--- config.mk ---
export PLATFORM = sky130hd
export DESIGN_NAME = dmem_arbiter
export DESIGN_NICKNAME = d
export VERILOG_FILES = /design/src/rtl/dmem_arbiter.sv
export SDC_FILE = /design/constraint.sdc
export NUM_CORES = 1
export LEC_CHECK = 0
export CORE_MARGIN = 2
export CORE_UTILIZATION = 32
export CTS_CLUSTER_DIAMETER = 200
export DETAILED_ROUTE_END_ITERATION = 7
export GPL_TIMING_DRIVEN = 0
export PLACE_DENSITY = 0.77
export SLEW_MARGIN = 20
export SYNTH_ARGS = -nofsm -noshare
export SYNTH_HDL_FRONTEND = slang
export SYNTH_SLANG_ARGS = --single-unit
--- constraint.sdc ---
create_clock -name clk -period 1.6 [get_ports clk]
set_input_delay 0.32 -clock clk [delete_from_list [all_inputs] [get_ports clk]]
set_output_delay 0.32 -clock clk [all_outputs]
set_load 0.05 [all_outputs]
--- src/rtl/dmem_arbiter.sv ---
// Arbitrates the single data-memory port between the CPU MEM stage and one
// external requester. The CPU has priority; a starvation limit guarantees the external side a grant.
module dmem_arbiter #(
    parameter int ADDR_W     = 16,
    parameter int DATA_W     = 32,
    parameter int MEM_LAT    = 2,
    parameter int STARVE_LIM = 3
) (
    input  logic              clk,
    input  logic              rst,
    input  logic              cpu_re,
    input  logic              cpu_we,
    input  logic [ADDR_W-1:0] cpu_addr,
    input  logic [DATA_W-1:0] cpu_wdata,
    output logic              cpu_stall,
    output logic [DATA_W-1:0] cpu_rdata,
    input  logic              ext_req,
    input  logic              ext_we,
    input  logic [ADDR_W-1:0] ext_addr,
    input  logic [DATA_W-1:0] ext_wdata,
    output logic              ext_gnt,
    output logic              ext_done,
    output logic [DATA_W-1:0] ext_rdata,
    output logic              mem_en,
    output logic              mem_we,
    output logic [ADDR_W-1:0] mem_addr,
    output logic [DATA_W-1:0] mem_wdata,
    input  logic [DATA_W-1:0] mem_rdata
);
    localparam int LAT_W = $clog2(MEM_LAT + 1);
    localparam int SC_W  = (STARVE_LIM < 1) ? 1 : $clog2(STARVE_LIM + 1);

    typedef enum logic [1:0] {IDLE, WAIT, RESP} state_t;
    typedef enum logic {OWN_CPU, OWN_EXT} owner_t;

    state_t             state, state_nxt;
    owner_t             owner, owner_nxt;
    logic [LAT_W-1:0]   lat_cnt, lat_cnt_nxt;
    logic [SC_W-1:0]    starve_cnt;
    logic               cpu_req;
    logic               starve_full;
    logic               gnt_cpu;
    logic               gnt_ext;
    logic               capture;

    assign cpu_req     = cpu_re | cpu_we;
    assign starve_full = (starve_cnt == SC_W'(STARVE_LIM));
    assign capture     = (state == WAIT) && (lat_cnt == LAT_W'(MEM_LAT));

    always_comb begin
        // NOTE: everything written here gets a default first, so no path can infer a latch.
        state_nxt   = state;
        owner_nxt   = owner;
        lat_cnt_nxt = lat_cnt;
        gnt_cpu     = 1'b0;
        gnt_ext     = 1'b0;
        mem_en      = 1'b0;
        mem_we      = 1'b0;
        mem_addr    = '0;
        mem_wdata   = '0;
        ext_gnt     = 1'b0;
        ext_done    = 1'b0;
        cpu_stall   = 1'b0;
        // Every combinational output stays low while reset is asserted.
        if (rst) begin
            unique case (state)
                IDLE: begin
                    if (cpu_req && !(ext_req && starve_full)) begin
                        gnt_cpu = 1'b1;
                    end else if (ext_req) begin
                        gnt_ext = 1'b1;
                    end
                    if (gnt_cpu) begin
                        mem_en    = 1'b1;
                        mem_we    = cpu_we;
                        mem_addr  = cpu_addr;
                        mem_wdata = cpu_wdata;
                    end else if (gnt_ext) begin
                        mem_en    = 1'b1;
                        mem_we    = ext_we;
                        mem_addr  = ext_addr;
                        mem_wdata = ext_wdata;
                        ext_gnt   = 1'b1;
                        ext_done  = ext_we;
                    end
                    // Writes finish in the issue cycle; only reads enter the wait phase.
                    if (mem_en && !mem_we) begin
                        state_nxt   = WAIT;
                        owner_nxt   = gnt_ext ? OWN_EXT : OWN_CPU;
                        lat_cnt_nxt = LAT_W'(1);
                    end
                    cpu_stall = cpu_req && !(gnt_cpu && cpu_we);
                end
                WAIT: begin
                    cpu_stall = cpu_req;
                    if (capture) begin
                        state_nxt   = RESP;
                        lat_cnt_nxt = '0;
                    end else begin
                        lat_cnt_nxt = lat_cnt + LAT_W'(1);
                    end
                end
                RESP: begin
                    state_nxt = IDLE;
                    cpu_stall = cpu_req && (owner != OWN_CPU);
                    ext_done  = (owner == OWN_EXT);
                end
                default: state_nxt = IDLE;
            endcase
        end
    end

    always_ff @(posedge clk or negedge rst) begin
        if (!rst) begin
            // NOTE: state registers use non-blocking assignment so all update together at the edge.
            state   <= IDLE;
            owner   <= OWN_CPU;
            lat_cnt <= '0;
        end else begin
            state   <= state_nxt;
            owner   <= owner_nxt;
            lat_cnt <= lat_cnt_nxt;
        end
    end

    always_ff @(posedge clk or negedge rst) begin
        if (!rst) begin
            starve_cnt <= '0;
        end else if (!ext_req || gnt_ext) begin
            starve_cnt <= '0;
        end else if (gnt_cpu && !starve_full) begin
            starve_cnt <= starve_cnt + SC_W'(1);
        end
    end

    // Read data is only ever registered, so mem_rdata has no path to an output.
    always_ff @(posedge clk or negedge rst) begin
        if (!rst) begin
            cpu_rdata <= '0;
            ext_rdata <= '0;
        end else if (capture) begin
            if (owner == OWN_CPU) begin
                cpu_rdata <= mem_rdata;
            end else begin
                ext_rdata <= mem_rdata;
            end
        end
    end

endmodule

==> metrics.yaml <==
syn-num-nets: 439
hp-class: "in2reg"
maxSlewViolCount: 0
wirelength_microns: 14410
maxCapViolCount: 0
ios: 251
synthArstFlopShare_pct: 100.0
setup_ws_ps: -623.6
critPathMaxStageDelay_ps: 410
synth_common_cells: "dfrtp_1, nor2_1, a22oi_1, mux2_2, mux2_4"
p_sw_mw: 6.715
synth.distinct_cells: 29
syn-cell-area_sq_um: 3632
yosysWarnings: 0
drtIter0Drc: 118
die_w_microns: 110.5
synth_edf_count: 0
synth-main-ff-cell: "dfrtp_1"
fmax_ghz: 0.4497
cts_tree: "yes"
rsz0062_at_grt: "yes"
synth_top_area_share_pct: 48.91
synth-seq-cells: 71
drtPass1Iterations: 4
clock_skew_ps: 5.827
drt_drc_violations_left: 0
power_density_nw_per_um2: 1758
worstSetupPathType: "reg2out"
critPathRequiredTime_ps: 1280
hpwl_microns: 10830
clock_sinks: 71
core_sq_um: 10940
vias_per_cell: 4.905
finalCritPeriodShare_pct: 139.0
max_slew.worst_pin.slew_ps: 533.0
yosysTopAreaCell: "dfrtp_1"
cp-end-kind: "primary output"
postPlaceCellArea_sq_um: 7117
ys_top_cells_by_area: "dfrtp_1, mux2_4, mux2_2"
cts-root-buf: "clkbuf_16"
antennaDiodeCount: 0
peakVddDrop_v: 0.001352
power.internal_mw: 7.054
power.share.combinational_pct: 62.7
portBuffers: 250
grt_pass1_wl_microns: 22430
postRouteAntennaNets: 0
crit_slowest_cell: "dfrtp_1"
swShare_pct: 48.77
hold_violations: 0
worstPathArrival_ps: 1900
clkTransAtPathRegs_ps: 50
p_leak_nw: 3.385
dieArea_sq_um: 12220
antenna_found_initial: 0
wl_per_cell_microns: 19.52
grt_start_max_net_pins: 37
cp_cell_sequence: "ha_4 > o21bai_4 > and2_4 > buf_12 > a22oi_2 > nor2_4 > buf_6"
grt_remaining_overflow: 0
slew_headroom_pct: 64.61
clk_latency_ps: 330
fin_setup_tns_ps: -30700
postSynthCellCount: 304
avgSynthCellArea_sq_um: 11.95
grt_pass1_vias: 4028
syn_to_final_growth_pct: 115.6
hold_depth: 2
setup_viol: 53
grt_util_all_layers_pct: 23.24
hold-worst-slack_ps: 205.1
design_area_sq_um: 7833
pwr-share-seq_pct: 23.1
clkPwrFrac_pct: 14.2
power_mw: 13.77
post-place-ws_ps: -1498
layout-drive-gt1-share_pct: 50.00
globalplace.congestion: 0.9644
violations: "negative setup slack"
startpoint_type: "flip-flop"
rows: 38
cp_max_fo: 10
vias: 3620
cts_buffers: 9
yosys.cell_count.top_type: "dfrtp_1"
die_height_microns: 110.5
outcome: "finished with violations"
ys_seq_area_share_pct: 48.91
period_needed_ps: 2224
cts-htree-levels: 3
final_nets: 728
clk_path_buf_depth: 2
start_util_pct: 33.22
r2r_cells: 5
-- kinds of logic after synthesis --
family,Yosys count,synth area share [%]
buffers and inverters,26,4.616
adders and majority gates,1,0.3444
muxes,65,23.25
AOI/OAI and AO/OA,62,12.33
DFF,71,48.91
and+or+nand+nor,79,10.54
-- stage by stage --
stage,util [%],std cells
after floorplan,-,304
after global placement,64.92,694
after detailed placement,65.08,695
after CTS,69.94,728
after global routing,71.62,738
final,71.62,738
-- worst paths after layout --
path / slack [ps] / from / end
worst max register to register: 40 / starve_cnt[1] / owner
worst min-delay path: 210 / rst / state[1]
worst min register to register: 480 / cpu_rdata[28] / cpu_rdata[28]
min in group asynchronous: 660 / rst / cpu_rdata[6]
worst max-delay path: -620 / starve_cnt[1] / mem_addr[2]
max in group asynchronous: 740 / rst / state[0]
-- worst max-delay path, delay by kind of cell, from the launching register on --
| kind | cells | cell delay, ps |
|---|---|---|
| AO/OA/AOI/OAI | 2 | 390 |
| adder cells (fa/ha/maj) | 1 | 190 |
| buffers and inverters | 2 | 310 |
| flip-flops | 1 | 410 |
| AND/OR/NAND/NOR | 2 | 260 |
-- per-layer routing --
metal / vias up / global-route usage [%] / part of all wire, % / wire [microns]
li1: 1679 / - / - / -
met1: 1759 / 26.63 / 39 / 5611
met2: 165 / 40.78 / 51 / 7363
met3: 17 / 8.288 / 7.9 / 1142
met4: 0 / 6.750 / 2.0 / 290
met5: - / 0 / 0 / 0
-- layout by cell type (no fill, tap or decap), types with 3 or more instances in the layout --
| cell type | netlist | layout |
|---|---|---|
| buf_8 | 0 | 17 |
| mux2_4 | 30 | 30 |
| dfrtp_1 | 71 | 69 |
| buf_12 | 0 | 7 |
| nor2_1 | 53 | 4 |
| a22oi_2 | 0 | 48 |
| inv_1 | 3 | 3 |
| dlygate4sd2_1 | 0 | 62 |
| buf_6 | 7 | 52 |
| mux2_2 | 33 | 33 |
| buf_16 | 0 | 3 |
| nor2_4 | 0 | 49 |
| buf_4 | 0 | 20 |
| clkinv_2 | 0 | 3 |
| nand2_1 | 5 | 3 |
| clkbuf_16 | 0 | 11 |
| clkdlybuf4s15_1 | 0 | 5 |
| nor3_1 | 4 | 3 |
| o21ai_0 | 5 | 4 |
| nor2b_1 | 6 | 5 |
| clkdlybuf4s50_1 | 0 | 129 |
| nand2_2 | 1 | 3 |
-- state kept, by name (all words and copies together) (netlist names) --
name / flops
ext_rdata: 32
lat_cnt: 2
cpu_rdata: 32
owner: 1
starve_cnt: 2
state: 2
-- timing repair --
item / 4_1_cts / 5_1_grt
resized for setup: 459 / 25
endpoints found under the setup margin: 147 / 91
hold buffers: 2 / 0
setup buffers: 12 / 7
cloned: 4 / 3
pin swaps: 37 / 46
endpoints found under the hold margin: 35 / 0
-- cell type report --
| type | count | area, sq um |
|---|---|---|
| Buffer | 22 | 307.8 |
| Timing Repair Buffer | 278 | 2865 |
| Fill cell | 810 | 3103 |
| Clock buffer | 12 | 246.5 |
| Tap cell | 140 | 175.2 |
| Sequential cell | 71 | 1779 |
| Clock inverter | 4 | 45.04 |
| Multi-Input combinational cell | 208 | 2402 |
| Inverter | 3 | 11.26 |
-- power groups by stage --
stage / Clock [mW] / Combinational [mW] / Sequential, mW
2_1_floorplan: 0 / 2.93 / 6.10
4_1_cts: 2.00 / 8.60 / 3.18
5_1_grt: 2.08 / 8.98 / 3.30
3_3_place_gp: 0 / 8.63 / 3.20
6_report: 1.96 / 8.64 / 3.18
3_5_place_dp: 0 / 8.72 / 3.26
Note: power is estimated with default switching activity, not from simulation.
